`config.mk`:
```
export PLATFORM = sky130hd
export DESIGN_NAME = fft_bitrev_reorder
export DESIGN_NICKNAME = d
export VERILOG_FILES = /design/src/rtl/fft_pkg.sv /design/src/rtl/fft_pingpong_ram.sv /design/src/rtl/fft_bitrev_reorder.sv
export SDC_FILE = /design/constraint.sdc
export NUM_CORES = 1
export LEC_CHECK = 0
export CAP_MARGIN = 20
export CORE_ASPECT_RATIO = 0.8
export CORE_MARGIN = 4
export CORE_UTILIZATION = 56
export CTS_BUF_LIST = sky130_fd_sc_hd__clkbuf_16
export DETAILED_ROUTE_END_ITERATION = 8
export HOLD_SLACK_MARGIN = 0.1
export PLACE_DENSITY = 0.75
export SLEW_MARGIN = 25
export SYNTH_ARGS = -nofsm -noshare
export SYNTH_HDL_FRONTEND = slang
export SYNTH_HIERARCHICAL = 1
export SYNTH_SLANG_ARGS = --single-unit
```
`constraint.sdc`:
```
create_clock -name clk -period 3.3 [get_ports clk]
set_input_delay 0.825 -clock clk [delete_from_list [all_inputs] [get_ports clk]]
set_output_delay 0.825 -clock clk [all_outputs]
set_load 0.1 [all_outputs]
```
`src/rtl/fft_pkg.sv`:
```
// Shared types and helpers for the SDF FFT pipeline.
// Bit reversal and the packed complex sample live here.
package fft_pkg;

  localparam int DATA_WIDTH_DEF = 16;
  localparam int N_DEF          = 16;
  localparam int LOG2_N_DEF     = $clog2(N_DEF);

  typedef struct packed {
    logic [DATA_WIDTH_DEF-1:0] re;
    logic [DATA_WIDTH_DEF-1:0] im;
  } cplx_t;

  function automatic logic [31:0] bitrev(
    input logic [31:0] x,
    input int          bits
  );
    logic [31:0] r;
    r = '0;
    for (int i = 0; i < bits; i++)
      r[i] = x[bits-1-i];
    return r;
  endfunction

endpackage

```
`src/rtl/fft_pingpong_ram.sv`:
```
// Two-bank sample store, one write and one read port.
// Read is asynchronous; the caller registers the output.
module fft_pingpong_ram #(
  parameter int W  = 32,
  parameter int N  = 16,
  parameter int AW = 4
) (
  input  logic          clk,
  input  logic          we,
  input  logic          wr_bank,
  input  logic [AW-1:0] wr_addr,
  input  logic [W-1:0]  wr_data,
  input  logic          rd_bank,
  input  logic [AW-1:0] rd_addr,
  output logic [W-1:0]  rd_data
);

  logic [W-1:0] mem [2*N];

  always_ff @(posedge clk) begin
    if (we)
      mem[{wr_bank, wr_addr}] <= wr_data;
  end

  assign rd_data = mem[{rd_bank, rd_addr}];

endmodule

```
`src/rtl/fft_bitrev_reorder.sv`:
```
// Reorders bit-reversed FFT output frames into natural order.
// Ping-pong banks sustain 1 sample/cycle with valid/ready flow control.
module fft_bitrev_reorder
  import fft_pkg::*;
#(
  parameter int DATA_WIDTH = 16,
  parameter int N          = 16
) (
  input  logic                  clk,
  input  logic                  rst,
  input  logic                  in_valid,
  output logic                  in_ready,
  input  logic [DATA_WIDTH-1:0] in_re,
  input  logic [DATA_WIDTH-1:0] in_im,
  output logic                  out_valid,
  input  logic                  out_ready,
  output logic [DATA_WIDTH-1:0] out_re,
  output logic [DATA_WIDTH-1:0] out_im,
  output logic                  out_last
);

  localparam int AW = $clog2(N);
  localparam int W  = 2 * DATA_WIDTH;
  localparam logic [AW-1:0] LAST = AW'(N - 1);

  generate
    if (N < 4 || (N & (N - 1)) != 0) begin : g_bad_n
      $error("fft_bitrev_reorder: N must be a power of 2 and >= 4");
    end
  endgenerate

  logic          wr_bank;
  logic          rd_bank;
  logic [1:0]    full;
  logic [1:0]    full_nxt;
  logic [AW-1:0] wr_cnt;
  logic [AW-1:0] rd_cnt;
  logic [AW-1:0] wr_addr;
  logic [W-1:0]  rd_data;
  logic          wr_en;
  logic          ld;

  assign in_ready = !full[wr_bank];
  assign wr_en    = in_valid && in_ready;
  assign ld       = full[rd_bank] && (!out_valid || out_ready);
  assign wr_addr  = AW'(bitrev(32'(wr_cnt), AW));

  fft_pingpong_ram #(
    .W  (W),
    .N  (N),
    .AW (AW)
  ) u_ram (
    .clk     (clk),
    .we      (wr_en),
    .wr_bank (wr_bank),
    .wr_addr (wr_addr),
    .wr_data ({in_re, in_im}),
    .rd_bank (rd_bank),
    .rd_addr (rd_cnt),
    .rd_data (rd_data)
  );

  // Writer set and reader clear always hit different banks.
  always_comb begin
    full_nxt = full;
    if (wr_en && wr_cnt == LAST)
      full_nxt[wr_bank] = 1'b1;
    if (ld && rd_cnt == LAST)
      full_nxt[rd_bank] = 1'b0;
  end

  always_ff @(posedge clk or negedge rst) begin
    if (!rst) begin
      wr_bank   <= 1'b0;
      rd_bank   <= 1'b0;
      full      <= '0;
      wr_cnt    <= '0;
      rd_cnt    <= '0;
      out_valid <= 1'b0;
      out_last  <= 1'b0;
      out_re    <= '0;
      out_im    <= '0;
    end else begin
      full <= full_nxt;
      if (wr_en) begin
        wr_cnt <= wr_cnt + AW'(1);
        if (wr_cnt == LAST)
          wr_bank <= !wr_bank;
      end
      if (ld) begin
        out_re    <= rd_data[W-1 -: DATA_WIDTH];
        out_im    <= rd_data[DATA_WIDTH-1:0];
        out_valid <= 1'b1;
        out_last  <= (rd_cnt == LAST);
        rd_cnt    <= rd_cnt + AW'(1);
        if (rd_cnt == LAST)
          rd_bank <= !rd_bank;
      end else if (out_ready) begin
        out_valid <= 1'b0;
      end
    end
  end

endmodule

```
# Yosys cells after proc, flatten, opt, wreduce, memory -nomap -nowiden
# Memory sizes are Yosys's and may differ from the RTL's. A register that Yosys moved wholly into a read port is not among the register bits.
# Cells that the tools add are included.
# totals
regBits	14
mem_bits_rw	1024
in_bits	36
output_inout_bits	35
wordCells	48
mem_count	1
# mem_list
name	depth	width	rd	rd_ports_with_merged_regs	write_ports	line_no	rtl
u_ram.mem	32	32	1	1	1	fft_pingpong_ram.sv:18	logic [W-1:0] mem [2*N];
# classes
addsub	2
n_lt_le_gt_ge	4
eq_ne	2
muxes	14
n_bitwise	3
reduce_logical	15
# ops
op	count
$mux W1	10
$add A4 B1 Y4 const B	2
$eq A4 B4 Y1 const B	2
$logic_and A1 B1 Y1	6
$logic_not A1 Y1	5
$lt A1 B2 Y1 const B	2
$mux W2	2
$reduce_and A2 Y1	2
$and A2 B2 Y2	1
$demux W1 S1	2
$ge A1 B1 Y1 const B	2
$not A2 Y2	1
$or A2 B2 Y2	1
$reduce_bool A2 Y1	1
$logic_or A1 B1 Y1	1

# Longest topological paths before layout
# Gate-level depths: netlist of the first run.
# depth
word_depth	8
depth_mapped	9
depth_no_buf	6

# Modules after synthesis
# Netlist of the first run, hierarchy kept.
# modules_own_cells
mod	n_inst	cells_each	area_each_um2	seq_area_each_um2
fft_pingpong_ram	1	2228	39844.5	30749.5
fft_bitrev_reorder	1	119	1933.1	1151.1

# Worst setup path before layout of the first run
# OpenSTA, ideal clock, no wires.
# synth_timing
path_kind	reg2reg
from	register wr_bank
to	memory u_ram.mem[20][0], enable pin
setup_ps	421
t_arrival_ps	4792
required_time_ps	2879
slack_ps	-1913
path_stages_with_launch	7
path_buffers	1
synth_period_minus_slack_ps	5213
cell_sequence	dfrtp_1 > mux2i_1 > nand2_1 > inv_1 > or3b_2 > clkbuf_1 > nor2_1
# synth_via
elab_chain_cells	6
# synth_lines
element	line_no	rtl
from (decl)	fft_bitrev_reorder.sv:32	logic wr_bank;
from (signal assigned)	fft_bitrev_reorder.sv:88	wr_bank <= !wr_bank;
$mux W1 (not written as such) (2 in series)	fft_bitrev_reorder.sv:43	assign in_ready = !full[wr_bank];
$logic_not A1 Y1	fft_bitrev_reorder.sv:43	
named net in_ready	fft_bitrev_reorder.sv:12	output logic in_ready,
$logic_and A1 B1 Y1	fft_bitrev_reorder.sv:44	assign wr_en = in_valid && in_ready;
named net wr_en	fft_bitrev_reorder.sv:40	logic wr_en;
$mux W1	fft_pingpong_ram.sv:21	if (we)
$mux W1 (not written as such)	fft_pingpong_ram.sv:22	mem[{wr_bank, wr_addr}] <= wr_data;
to (decl)	fft_pingpong_ram.sv:18	
# The timed path passes the listed nets, and every way through them passes these cells. The select of a mux whose other input is x is not followed.

==> impl_metrics.toml, run 1 <==
[clock_network]
cts_tree = "yes"
cts_sinks = 1070
cts_setup_buffers = 0
cts.clk_slew.worst_paths_ns = 0.06
cts_resized = 0
cts-root-buf = "clkbuf_16"
cts.htree.levels = 3
cts_made_buffers = 100
hold_buffers = 0
clk_latency_ns = 0.67
cts_buffer_depth = 3

[floorplan]
core_mm2 = 0.07383
rows = 89
start_util_pct = 56.59
fp.dieW_um = 313.4
num_io_pins = 71
dieArea_mm2 = 0.07906
die_h_um = 252.3

[sta]
final-max-slew-violation-count = 0
worstMarginPinSlew_ns = 0.8812
holdWs_ns = 0.2528
fmax_mhz = 349.2
finClkSkew_ns = 0.02055
worst_slack_ns = 0.4360
finalCritPeriodShare_pct = 86.79
hold_viol = 0
setup_viol = 0
tns_ns = 0
slew_headroom_pct = 41.25
rsz0062_at_grt = "no"
fin_crit_ns = 2.864

[cells_and_area]
nets = 2595
layout-drive-gt1-share_pct = 16.48
layout_common_cells = "1024 x edfxtp_1, 512 x mux2i_1, 159 x buf_4"
instances_no_fill = 3641
areaGrowthSynthToFinish_pct = 15.43
mostFrequentLayoutCell = "edfxtp_1"
diodes = 0

[yosys]
ys_types = 39
ys_ff_latch = 1070
syn_avg_cell_area_um2 = 17.80
syn_area_mm2 = 0.04178
ys_seq_area_share_pct = 76.36
synth_edf_count = 1024
synth_cells = 2347
synthesis.nets = 2385
ys_warn_count = 6
ys.flop_type = "edfxtp_1"
async_flop_share_pct = 4.299

[critical_path]
cp.buffers_inverters = 3
cp.arrival_ns = 3.40
crit_required_ns = 3.84
cp_slowest_stage_delay_ns = 0.50
critPathLaunchType = "flip-flop"
critPathKind = "flip-flop to flip-flop"
crit_fanout = 37
crit_chain = "nor2b_4, buf_12, buf_12, a22o_1, nor3_1, a31oi_1, buf_4, nand3_1, mux2_4"
cp-end-kind = "flip-flop"
critPathTopFamily = "buffers and inverters"
crit_slowest_cell = "dfrtp_1"
cpMostUsedCell = "buf_12"

[route]
ant_nets = 0
first_pass_iters = 7
drt_wl_total_um = 99870
wl_met2_um = 44840
drtIter0Drc = 2596
wl_per_cell_um = 27.43
vias_per_cell = 6.207
drc = 0
wl_met3_um = 10900
wl_met1_um = 42340
dr_total_vias = 22600
dr.max_layer_used = "met5"

[run_status]
status = "complete, no violations"

[pwr]
p_per_area_mw_per_mm2 = 886.1
ir_drop_v = 0.0009426
p_leak_uw = 0.01721
power_uw = 42730

[global_route]
grt_first_pass_wirelength_um = 147100
grt_max_degree = 71
grt_overflow = 0
track_usage_pct = 25.22
antenna_found_initial = 2
grt_pass1_vias = 22690

[placed_design]
dp_hpwl_um = 60280
placed_cells = 3456
post-place-ws_ns = 0.3496
port_buffers = 70
gp_congestion = 0.8483

[worst_hold_path]
hp-class = "input pin to async pin"

[flow_run]
max-cap-violations = 0
==> worst reg2reg max path, delay by kind of cell (launching register included) <==
kind	cells	cell delay [ns]
multiplexers	1	0.26
AO/OA/AOI/OAI	2	0.59
flip-flops	1	0.50
buffers and inverters	3	0.77
AND/OR/NAND/NOR	3	0.62
==> routing by layer <==
layer  global-route usage (%)  vias to the layer above
met2                    37.22                     1201
met1                    38.62                    11520
met4                    5.584                        2
met5                        0                        -
li1                         -                     9723
met3                    6.181                      148
==> cell usage after synthesis (5+ instances only) <==
cell / count / area, um2
a21oi_1: 96 / 480.5
a22o_1: 64 / 560.5
a22oi_1: 96 / 720.7
a31oi_1: 32 / 200.2
buf_1: 5 / 18.77
buf_2: 26 / 130.1
buf_4: 33 / 247.7
buf_6: 18 / 202.7
clkbuf_1: 46 / 172.7
dfrtp_1: 46 / 1151
edfxtp_1: 1024 / 30750
mux2_2: 5 / 56.30
mux2_4: 29 / 435.4
mux2i_1: 513 / 5135
nand2_1: 99 / 371.6
nand3_1: 103 / 515.5
nand3b_1: 5 / 37.54
nor2_1: 36 / 135.1
nor3_1: 34 / 170.2
xnor2_1: 5 / 43.79
==> cells by family (layout without fill, tap and decap cells) <==
logic type / Yosys count / after routing / synth area share [%]
flip-flops: 1070 / 1070 / 76.36
buffers and inverters: 133 / 426 / 1.911
XOR/XNOR: 8 / 8 / 0.1677
multiplexers: 548 / 548 / 13.50
AO/OA/AOI/OAI: 291 / 291 / 4.750
AND/OR/NAND/NOR: 295 / 295 / 3.253
adder cells (fa/ha/maj): 2 / 2 / 0.05989
==> metrics by stage <==
| step | area (um2) | utilization (%) |
|---|---|---|
| 3_5_place_dp | 44950 | 60.88 |
| 5_1_grt | 48220 | 65.32 |
| 6_report | 48220 | 65.32 |
| 2_1_floorplan | 41910 | - |
| 4_1_cts | 48220 | 65.32 |
| 3_3_place_gp | 44950 | 60.88 |
==> flip-flops by register name, summed over array words and instances (netlist names) <==
signal / flops
full: 2
out_im: 16
out_last: 1
out_re: 16
out_valid: 1
rd_bank: 1
rd_cnt: 4
u_ram/mem: 1024
wr_bank: 1
wr_cnt: 4
==> final timing paths <==
| check | startpoint | end | slack, ns | cells past startpoint |
|---|---|---|---|---|
| max in group asynchronous | rst | rd_cnt[0] | 2.25 | 2 |
| worst min-delay path | rst | out_im[10] | 0.25 | 1 |
| worst min register to register | out_re[3] | out_re[3] | 0.51 | 1 |
| worst max register to register | rd_cnt[2] | out_im[6] | 0.44 | 9 |
| min in group clk | out_re[3] | out_re[3] | 0.51 | 1 |
| worst max-delay path | rd_cnt[2] | out_im[6] | 0.44 | 9 |
==> power breakdown <==
group | internal [uW] | switching (uW)
Sequential | 15900 | 531
Combinational | 5310 | 9530
Clock | 6560 | 4910
==> cell type report <==
| type | count | area, um2 |
|---|---|---|
| clock buffers | 102 | 2552 |
| well taps | 1001 | 1252 |
| fillers | 4814 | 25610 |
| clock inverters | 83 | 721.9 |
| inverters | 3 | 11.26 |
| multi-input cells | 1144 | 9359 |
| flip-flops and latches | 1070 | 31910 |
| repair buffers | 238 | 2420 |
No activity file was read; power rests on OpenSTA's default activity.
==> run 2, diff against run 1 <==
- CAP_MARGIN: 20 -> 0
- CTS_CLUSTER_SIZE: not set -> 12
- PLACE_DENSITY: 0.75 -> 0.72
==> run 2 against run 1 <==
Compared with the run above: utilization down 0.65 points; final cell count down 0.71%; combinational power down 5%; maximum frequency down 0.38%; count of clock-buffer cells in the layout up 4; non-clock buffer count down 29; clock power down 9%; total power down 4.2%; critical path type unchanged; largest power group unchanged.
==> impl_metrics.toml, run 2 (synthesized netlist as in run 1, its figures left out) <==
[critical_path]
cp.arrival_ns = 3.41
crit_chain = "nor2_4, buf_12, buf_4, nand2_1, a31oi_1, nand3_1, mux2_4"
r2r_cells = 7
rr_startpoint = "rd_cnt[1]"
reg2reg_slack_ns = 0.42
critPathLaunchType = "flip-flop"
cp-end-kind = "flip-flop"
cp_slowest_stage_delay_ns = 0.50
crit_fanout = 72
timing.rr.end = "out_re[5]"
critPathKind = "flip-flop to flip-flop"
crit_slowest_cell = "dfrtp_1"
crit_required_ns = 3.83

[cells_and_area]
layout_common_cells = "1024 x edfxtp_1, 512 x mux2i_1, 128 x buf_4"
design_area_mm2 = 0.04775
diodes = 0
largestRegisters = "u_ram/mem (1024), out_im (16), out_re (16)"
multi_input_area_mm2 = 0.009359
seq_area_mm2 = 0.03191
largest_register = "u_ram/mem"
largest_reg_flops = 1024
mostFrequentLayoutCell = "edfxtp_1"
nets = 2569
areaGrowthSynthToFinish_pct = 14.29
final_util_pct = 64.67
instances_no_fill = 3615
layout-drive-gt1-share_pct = 14.27
fillers = 4935

[placed_design]
placed_cell_area_mm2 = 0.04475
dp_hpwl_um = 56370
port_buffers = 70
placed_cells = 3427
gp_congestion = 0.8357

[route]
vias_per_cell = 6.136
dr_total_vias = 22180
ant_nets = 0
wl_per_cell_um = 26.88
first_pass_iters = 6
drtIter0Drc = 2706
drc = 0
drt_wl_total_um = 97190

[clock_network]
cts_made_buffers = 103
cts_resized = 0
cts_buffer_depth = 3
cts-root-buf = "clkbuf_16"
cts.clk_slew.worst_paths_ns = 0.06
cts_tree = "yes"
cts_sinks = 1070
hold_buffers = 0
cts.htree.levels = 3
cts_setup_buffers = 0
clk_latency_ns = 0.66

[flow_run]
max-cap-violations = 0

[sta]
setup_viol = 0
hold_viol = 0
finClkSkew_ns = 0.02873
fmax_mhz = 347.8
tns_ns = 0
fin_crit_ns = 2.875
rsz0062_at_grt = "no"
final-max-slew-violation-count = 0
worstMarginPinSlew_ns = 0.7084
finalCritPeriodShare_pct = 87.12
slew_headroom_pct = 52.41

[pwr]
power_uw = 40940
p_per_area_mw_per_mm2 = 857.4
p_leak_uw = 0.01713
ir_drop_v = 0.0008519

[global_route]
grt_first_pass_wirelength_um = 143600
antenna_found_initial = 0
grt_overflow = 0
grt_pass1_vias = 22020
track_usage_pct = 24.57
grt_max_degree = 84

[floorplan]
die_h_um = 252.3
dieArea_mm2 = 0.07906
fp.dieW_um = 313.4
start_util_pct = 56.59
num_io_pins = 71
rows = 89
core_mm2 = 0.07383

[worst_hold_path]
hp-class = "input pin to async pin"

[run_status]
status = "complete, no violations"
run 2: changes by cell type in the layout (fill, tap and decap cells not counted), sizes merged:
cell / before / now
clkinv: 53 / 14
buf: 204 / 176
bufinv: 12 / 0
clkbuf: 102 / 106
inv: 17 / 71
clkdlybuf4s50: 34 / 33
clkinvlp: 4 / 0
run 2: layout make-up:
cell class / instances / area share [%]
flip-flops and latches: 1070 / 66.82
multi-input cells: 1144 / 19.60
clock buffers: 106 / 5.556
repair buffers: 209 / 4.654
well taps: 1001 / 2.623
clock inverters: 82 / 0.7180
inverters: 3 / 0.02358
run 2: metrics by stage:
step	setup slack, ns	hold slack (ns)
after floorplan	0.04360	0.4898
final	0.4249	0.2126
after CTS	0.4870	0.2024
after global routing	0.3587	0.2409
after global placement	0.1432	0.4959
after detailed placement	0.1152	0.4969
run 2: critical path: cells and delay by family, from the launching register on:
family	cells	cell delay, ns
buffers and inverters	2	0.85
and+or+nand+nor	3	0.59
DFF	1	0.50
AOI/OAI and AO/OA	1	0.43
muxes	1	0.30
run 2: how the worst max path moves through the flow:
stage               startpoint               end
global placement      in_valid  u_ram/mem[12][8]
global route         rd_cnt[1]         out_re[5]
finish               rd_cnt[1]         out_re[5]
detailed placement    in_valid  u_ram/mem[4][22]
floorplan              wr_bank   u_ram/mem[0][0]
CTS                  rd_cnt[1]         out_re[5]
run 2: per-layer routing:
metal	wire length (um)	GRT usage [%]	share of wire, %
met1	41590	36.47	43
met2	44600	37.89	46
met3	9360	5.746	9.6
met4	1635	5.177	1.7
met5	0	0	0
run 2: where the power goes:
| part | switching [uW] | internal (uW) | leakage, uW |
|---|---|---|---|
| logic | 9090 | 4980 | 0.00567 |
| clock network | 4720 | 5750 | 0.00170 |
| registers | 504 | 15900 | 0.00976 |
